[src/rtl/numgen_pkg.sv]
`default_nettype none
// ============================================================================
// Module      : numgen_pkg
// Description : Shared types and constants for number_value_generator.
//               numgen_state_t - fill controller state
//               LFSR_TAPS      - Galois feedback mask of the 16-bit LFSR
//               digit_t        - one displayed digit (4 bits)
// Revision    : 1.0 - initial release
// ============================================================================
package numgen_pkg;

    typedef enum logic [1:0] {
        FILL_ALL = 2'd0,
        FILL_ONE = 2'd1,
        IDLE     = 2'd2
    } numgen_state_t;

    localparam logic [15:0] LFSR_TAPS = 16'hB400;

    typedef logic [3:0] digit_t;

endpackage
`default_nettype wire

[src/rtl/numgen_lfsr.sv]
`default_nettype none
// ============================================================================
// Module      : numgen_lfsr
// Description : Free-running 16-bit Galois LFSR. Steps on every clock edge
//               outside reset. A zero seed would lock the register at zero,
//               so it is replaced by 16'h0001.
// Ports       : clk_i   - clock
//               reset_i - asynchronous active-high reset (loads the seed)
//               state_o - current LFSR state
// Revision    : 1.0 - initial release
// ============================================================================
module numgen_lfsr
    import numgen_pkg::*;
#(
    parameter logic [15:0] SEED = 16'hACE1
) (
    input  logic        clk_i,
    input  logic        reset_i,
    output logic [15:0] state_o
);

    localparam logic [15:0] SAFE_SEED = (SEED == 16'h0000) ? 16'h0001 : SEED;

    logic [15:0] lfsr_q;
    logic [15:0] lfsr_d;

    assign lfsr_d = {1'b0, lfsr_q[15:1]} ^ (lfsr_q[0] ? LFSR_TAPS : 16'h0000);

    always_ff @(posedge clk_i or posedge reset_i) begin
        if (reset_i) begin
            lfsr_q <= SAFE_SEED;
        end else begin
            lfsr_q <= lfsr_d;
        end
    end

    assign state_o = lfsr_q;

endmodule
`default_nettype wire

[src/rtl/number_value_generator.sv]
`default_nettype none
// ============================================================================
// Module      : number_value_generator
// Description : Produces the digit values shown by the number sprites. Fills
//               every slot from a free-running LFSR after reset or on
//               refreshReq, and re-rolls a single slot on hitValid.
//               Optional feature macro: NUMGEN_UNIQUE_EN - when defined, a
//               candidate equal to the digit in the previous slot (wrapping)
//               is rejected; the fallback draw ignores this rule.
// Ports       : clk         - clock
//               reset       - asynchronous active-high reset
//               refreshReq  - pulse, re-roll all slots
//               hitValid    - pulse, re-roll slot hitIndex
//               hitIndex    - slot that was hit (>= NUM_SLOTS ignored)
//               digits      - current digit per slot
//               digitsValid - every slot holds a drawn value
//               busy        - a fill is in progress
//               hitDropped  - pulse when a pending hit is overwritten
// Revision    : 1.0 - initial release
// ============================================================================
module number_value_generator
    import numgen_pkg::*;
#(
    parameter int          NUM_SLOTS = 12,
    parameter int          MAX_DIGIT = 9,
    parameter logic [15:0] LFSR_SEED = 16'hACE1,
    parameter int          MAX_RETRY = 7
) (
    input  logic                      clk,
    input  logic                      reset,
    input  logic                      refreshReq,
    input  logic                      hitValid,
    input  logic [3:0]                hitIndex,
    output logic [NUM_SLOTS-1:0][3:0] digits,
    output logic                      digitsValid,
    output logic                      busy,
    output logic                      hitDropped
);

    localparam int                 RETRY_W     = (MAX_RETRY < 1) ? 1 : $clog2(MAX_RETRY + 1);
    localparam logic [RETRY_W-1:0] RETRY_LIMIT = RETRY_W'(MAX_RETRY);
    localparam digit_t             DIGIT_LIMIT = digit_t'(MAX_DIGIT);
    localparam logic [4:0]         SLOT_COUNT  = 5'(NUM_SLOTS);
    localparam logic [3:0]         LAST_IDX    = 4'(NUM_SLOTS - 1);

    // ------------------------------------------------------------------
    // Registers
    // ------------------------------------------------------------------
    numgen_state_t                state_q, state_d;
    logic [3:0]                   idx_q, idx_d;
    logic [RETRY_W-1:0]           retry_q, retry_d;
    logic [NUM_SLOTS-1:0][3:0]    digits_q, digits_d;
    logic                         valid_q, valid_d;
    logic                         busy_q, busy_d;
    logic                         drop_q, drop_d;
    logic                         pend_ref_q, pend_ref_d;
    logic                         pend_hit_q, pend_hit_d;
    logic [3:0]                   pend_idx_q, pend_idx_d;

    // ------------------------------------------------------------------
    // Candidate source and acceptance
    // ------------------------------------------------------------------
    logic [15:0] w_lfsr;
    digit_t      w_cand;
    logic        w_unused_lfsr;
    logic        w_unique_ok;
    logic        w_accept;
    logic        w_hit_ok;
    logic        w_write;

    numgen_lfsr #(
        .SEED    (LFSR_SEED)
    ) u_lfsr (
        .clk_i   (clk),
        .reset_i (reset),
        .state_o (w_lfsr)
    );

    // Only the low nibble is drawn; the upper bits only feed the sequence.
    assign w_cand        = w_lfsr[3:0];
    assign w_unused_lfsr = ^w_lfsr[15:4];

`ifdef NUMGEN_UNIQUE_EN
    logic [3:0] w_prev_idx;
    digit_t     w_prev_digit;

    // Neighbour on the left, wrapping slot 0 around to the last slot.
    assign w_prev_idx   = (idx_q == 4'd0) ? LAST_IDX : (idx_q - 4'd1);
    assign w_prev_digit = digits_q[w_prev_idx];
    assign w_unique_ok  = (w_cand != w_prev_digit);
`else
    assign w_unique_ok  = 1'b1;
`endif

    assign w_accept = (w_cand <= DIGIT_LIMIT) && w_unique_ok;
    assign w_hit_ok = hitValid && ({1'b0, hitIndex} < SLOT_COUNT);

    // ------------------------------------------------------------------
    // Next-state logic
    // ------------------------------------------------------------------
    always_comb begin
        state_d    = state_q;
        idx_d      = idx_q;
        retry_d    = retry_q;
        digits_d   = digits_q;
        valid_d    = valid_q;
        drop_d     = 1'b0;
        pend_ref_d = pend_ref_q;
        pend_hit_d = pend_hit_q;
        pend_idx_d = pend_idx_q;
        w_write    = 1'b0;

        unique case (state_q)
            FILL_ALL, FILL_ONE: begin
                // Fallback takes precedence so a slot never waits more than
                // MAX_RETRY+1 cycles; the mask keeps it a legal digit.
                if (retry_q == RETRY_LIMIT) begin
                    digits_d[idx_q] = w_cand & 4'h7;
                    retry_d         = '0;
                    w_write         = 1'b1;
                end else if (w_accept) begin
                    digits_d[idx_q] = w_cand;
                    retry_d         = '0;
                    w_write         = 1'b1;
                end else begin
                    retry_d = retry_q + 1'b1;
                end

                if (w_write) begin
                    if (state_q == FILL_ALL) begin
                        if (idx_q == LAST_IDX) begin
                            state_d = IDLE;
                            valid_d = 1'b1;
                        end else begin
                            idx_d = idx_q + 4'd1;
                        end
                    end else begin
                        state_d = IDLE;
                    end
                end

                // A full fill covers any request, so only a single-slot fill
                // has to remember what arrived meanwhile. Refresh beats a
                // simultaneous hit, which is then dropped silently.
                if (state_q == FILL_ONE) begin
                    if (refreshReq) begin
                        pend_ref_d = 1'b1;
                    end else if (w_hit_ok) begin
                        drop_d     = pend_hit_q;
                        pend_hit_d = 1'b1;
                        pend_idx_d = hitIndex;
                    end
                end
            end

            IDLE: begin
                if (pend_ref_q || refreshReq) begin
                    state_d    = FILL_ALL;
                    idx_d      = 4'd0;
                    retry_d    = '0;
                    valid_d    = 1'b0;
                    pend_ref_d = 1'b0;
                    pend_hit_d = 1'b0;
                end else if (pend_hit_q) begin
                    // The pending slot is consumed now, so a hit arriving in
                    // this same cycle takes its place without a drop.
                    state_d    = FILL_ONE;
                    idx_d      = pend_idx_q;
                    pend_hit_d = w_hit_ok;
                    if (w_hit_ok) begin
                        pend_idx_d = hitIndex;
                    end
                end else if (w_hit_ok) begin
                    state_d = FILL_ONE;
                    idx_d   = hitIndex;
                end
            end

            default: begin
                state_d = IDLE;
            end
        endcase

        busy_d = (state_d != IDLE);
    end

    // ------------------------------------------------------------------
    // State register
    // ------------------------------------------------------------------
    always_ff @(posedge clk or posedge reset) begin
        if (reset) begin
            state_q    <= FILL_ALL;
            idx_q      <= 4'd0;
            retry_q    <= '0;
            digits_q   <= '0;
            valid_q    <= 1'b0;
            busy_q     <= 1'b1;
            drop_q     <= 1'b0;
            pend_ref_q <= 1'b0;
            pend_hit_q <= 1'b0;
            pend_idx_q <= 4'd0;
        end else begin
            state_q    <= state_d;
            idx_q      <= idx_d;
            retry_q    <= retry_d;
            digits_q   <= digits_d;
            valid_q    <= valid_d;
            busy_q     <= busy_d;
            drop_q     <= drop_d;
            pend_ref_q <= pend_ref_d;
            pend_hit_q <= pend_hit_d;
            pend_idx_q <= pend_idx_d;
        end
    end

    assign digits      = digits_q;
    assign digitsValid = valid_q;
    assign busy        = busy_q;
    assign hitDropped  = drop_q;

endmodule
`default_nettype wire

[config.mk]
export PLATFORM = sky130hd
export DESIGN_NAME = number_value_generator
export DESIGN_NICKNAME = d
export VERILOG_FILES = /design/src/rtl/numgen_pkg.sv /design/src/rtl/numgen_lfsr.sv /design/src/rtl/number_value_generator.sv
export SDC_FILE = /design/constraint.sdc
export NUM_CORES = 1
export LEC_CHECK = 0
export ABC_AREA = 1
export CORE_ASPECT_RATIO = 1.2
export CORE_MARGIN = 10
export CORE_UTILIZATION = 25
export CTS_CLUSTER_DIAMETER = 100
export CTS_CLUSTER_SIZE = 8
export DETAILED_ROUTE_END_ITERATION = 6
export GPL_ROUTABILITY_DRIVEN = 0
export GPL_TIMING_DRIVEN = 0
export SYNTH_ARGS = -nofsm -noshare
export SYNTH_HDL_FRONTEND = slang
export SYNTH_HIERARCHICAL = 1
export SYNTH_SLANG_ARGS = --single-unit
[constraint.sdc]
create_clock -name clk -period 2.3 [get_ports clk]
set_clock_uncertainty 0.1 [all_clocks]
set_input_delay 0.69 -clock clk [delete_from_list [all_inputs] [get_ports clk]]
set_output_delay 0.69 -clock clk [all_outputs]
set_load 0.02 [all_outputs]
# == After elaboration in Yosys (flattened, before gate mapping) ==
# Index checks and enable logic that the tools add are counted.
# totals
register_bits,82
output_inout_bits,51
# op_classes
addsub,2
n_lt_le_gt_ge,4
n_eq_ne,17
mux,52
bitwise_logic,1
n_reduce_logical,14
# ops
operator,count
$bwmux W48,2
$mux W48,2
$mux W4,12
$ne A2 B2 Y1 const B,11
$mux W1,18
$demux W4 S4,1
$mux W16,1
$pmux W4 S2,2
$xor A15 B16 Y16,1
$reduce_and A5 Y1,3
$mux W2,6
$mux W3,3
$reduce_and A4 Y1,2
$pmux W1 S2,3
$pmux W3 S2,1
$lt A4 B5 Y1 const B,1
$add A4 B1 Y4 const B,1
$eq A4 B4 Y1 const B,1
$ge A4 B1 Y1 const B,1
$le A4 B4 Y1 const B,1
$lt A4 B4 Y1 const B,1
$ne A4 B4 Y1 const B,1
$pmux W2 S2,1
$reduce_and A2 Y1,2
10 further kinds,12

# == Logic depth before layout (Yosys ltp) ==
# depth
depth_word,7
depth_mapped,10

# == Modules after synthesis ==
# The synthesis kept the hierarchy.
# by_module_without_submodules
module,instances,cells_each,area_per_inst_um2,seq_area_each_um2
number_value_generator,1,345,3049.2,1652.8
numgen_lfsr,1,43,560.5,410.4

# == Least setup slack after synthesis ==
# No wires, ideal clock.
# synth_path
path_type,register to register
startpoint,reg retry_q[0]
endpoint,reg with a tool-made name
t_arrival_ns,1.388
t_required_ns,2.068
slack_ns,0.681
stages_incl_launch_ff,10
n_path_buf,1
synth_period_minus_slack_ns,1.619
cell_sequence,dfrtp_1 ha_1 ha_1 inv_1 nand2_2 a21oi_2 nor2_4 buf_12 nand2_4 o21ai_1
# synth_lines
element,line,text
start: declaration,number_value_generator.sv:51,"logic [RETRY_W-1:0] retry_q, retry_d;"
start signal: assignment,number_value_generator.sv:205,retry_q <= retry_d;

# == Final worst setup path ==
# layout_path
startpoint,reg busy_q (netlist: busy)
endpoint,out busy
# layout_lines
element,line,text
start: declaration,number_value_generator.sv:54,"logic busy_q, busy_d;"
start signal: assignment,number_value_generator.sv:208,busy_q <= busy_d;
end: declaration,number_value_generator.sv:36,"output logic busy,"
# No word-level cell between the ends.

==> impl_metrics.env <==
export IMPL_synthToLayoutAreaGrowth_pct=32.0
export IMPL_grt_max_degree=38
export IMPL_grt_overflow_total=0
export IMPL_final_min_period_over_clock_period_pct=97.5
export IMPL_cts_num_sinks=82
export IMPL_post_cts_resized=0
export IMPL_worstMarginPinSlew_ns=0.723
export IMPL_crit_required_ns=1.51
export IMPL_die_area_um2=19300
export IMPL_final_util_pct=33.8
export IMPL_crit_arrival_ns=1.45
export IMPL_dp_hpwl_um=6240
export IMPL_synth_area_um2=3540
export IMPL_drtAntennaViolNets=0
export IMPL_io_buffers=58
export IMPL_setup_tns_ns=0
export IMPL_drcViolationCount=0
export IMPL_drv_cap=0
export IMPL_layout_nets=468
export IMPL_cts_root_buf="clkbuf_16"
export IMPL_grt_pass1_wl_um=13900
export IMPL_layout_commonest_cell="nand2_1"
export IMPL_hold_path_class="reg -> reg"
export IMPL_power_density_nw_per_um2=965
export IMPL_hold_viol=0
export IMPL_cp_max_fo=1
export IMPL_nFillCells=1402
export IMPL_clock_latency_ns=0.33
export IMPL_cp_num_buf_inv=1
export IMPL_cp_slowest_cell="clkdlybuf4s50_1"
export IMPL_cts_tree="built"
export IMPL_initial_utilization_pct=25.6
export IMPL_p_leak_nw=2.16
export IMPL_slew_headroom_pct=51.7
export IMPL_synth_warnings=6
export IMPL_setup_viol=0
export IMPL_initialDrtViolationCount=213
export IMPL_status="finished, final reports clean"
export IMPL_numCtsBuffers=9
export IMPL_wl_per_cell_um=13.2
export IMPL_crit_type="reg -> out"
export IMPL_antennaDiodeCount=0
export IMPL_cp_cell_sequence="clkdlybuf4s50_1"
export IMPL_worstSetupEndpointType="output pin"
export IMPL_cts_hold_buf=0
export IMPL_syn_area_per_cell_um2=9.35
export IMPL_htreeDepth=3
export IMPL_cts_path_max_buffers=2
export IMPL_synthCells=379
export IMPL_placed_cells=609
export IMPL_vias=2652
export IMPL_rsz0062_at_grt="no"
export IMPL_period_needed_ns=2.24
export IMPL_max_freq_ghz=0.446
export IMPL_routed_wl_um=8280
export IMPL_path_clk_slew_ns=0.06
export IMPL_cts_setup_buffers=0
export IMPL_critPathLaunchType="flop"
export IMPL_drive_above_1_share_pct=11.7
export IMPL_max_stage_delay_ns=0.60
export IMPL_die_x_um=129
export IMPL_grt_use_total_pct=8.95
export IMPL_grt_antenna_before_repair=0
export IMPL_drtPass1Iterations=4
export IMPL_vdd_drop_max_uv=358
export IMPL_die_y_um=150
export IMPL_whs_ns=0.250
export IMPL_layout_common_cells="128 x nand2_1, 73 x dfrtp_1, 58 x clkdlybuf4s50_1"
export IMPL_grt_pass1_vias=2728
export IMPL_syn_num_nets=398
export IMPL_vias_per_cell=4.24
export IMPL_slew_viol_final=0
export IMPL_core_area_um2=13800
export IMPL_ios=59
export IMPL_cp_top_family="buffers and inverters"
export IMPL_instances_no_fill=625
export IMPL_rows=47
==> routing by layer <==
| layer | GRT usage (%) | part of all wire [%] |
|---|---|---|
| met5 | 0 | 0 |
| met4 | 3.01 | 1.4 |
| met3 | 3.87 | 7.8 |
| met2 | 14.5 | 47 |
| met1 | 10.3 | 44 |
==> area by class of cell <==
cell class | count | area [µm²] | share of cell area, %
flip-flops and latches | 82 | 2060 | 44.1
multi-input cells | 256 | 1290 | 27.7
repair buffers | 59 | 601 | 12.8
clock buffers | 11 | 253 | 5.41
well taps | 171 | 214 | 4.58
inverters | 32 | 124 | 2.65
plain buffers | 9 | 65.1 | 1.39
clock inverters | 5 | 62.6 | 1.34
==> final timing paths <==
path / cells after the start / to / slack (ns) / start
max reg2reg: 8 / pend_idx_q[3]$_DFFE_PP0P_ / 0.50 / state_q[1]$_DFF_PP0_
min in group asynchronous: 2 / u_lfsr/state_o[8]$_DFF_PP0_ / 0.70 / reset
min reg2reg: 0 / u_lfsr/state_o[8]$_DFF_PP0_ / 0.25 / u_lfsr/state_o[9]$_DFF_PP0_
max in group asynchronous: 3 / asynchronous set/reset pin / 0.74 / reset
max: 1 / busy / 0.06 / busy$_DFF_PP1_
min: 0 / u_lfsr/state_o[8]$_DFF_PP0_ / 0.25 / u_lfsr/state_o[9]$_DFF_PP0_
==> per-stage QoR <==
step,power [mW],area [µm²],setup slack [ns]
2_1_floorplan,2.76,3550,0.681
3_3_place_gp,3.04,4340,-0.101
3_5_place_dp,3.07,4360,0.151
4_1_cts,4.58,4680,0.0346
5_1_grt,4.82,4680,0.00831
6_report,4.51,4680,0.0582
==> report_power, final <==
part / internal, mW / switching, mW
sequential: 1.58 / 0.118
combinational: 0.458 / 0.877
clock: 0.903 / 0.575
total: 2.94 / 1.57
(Power assumes the default switching activity.)
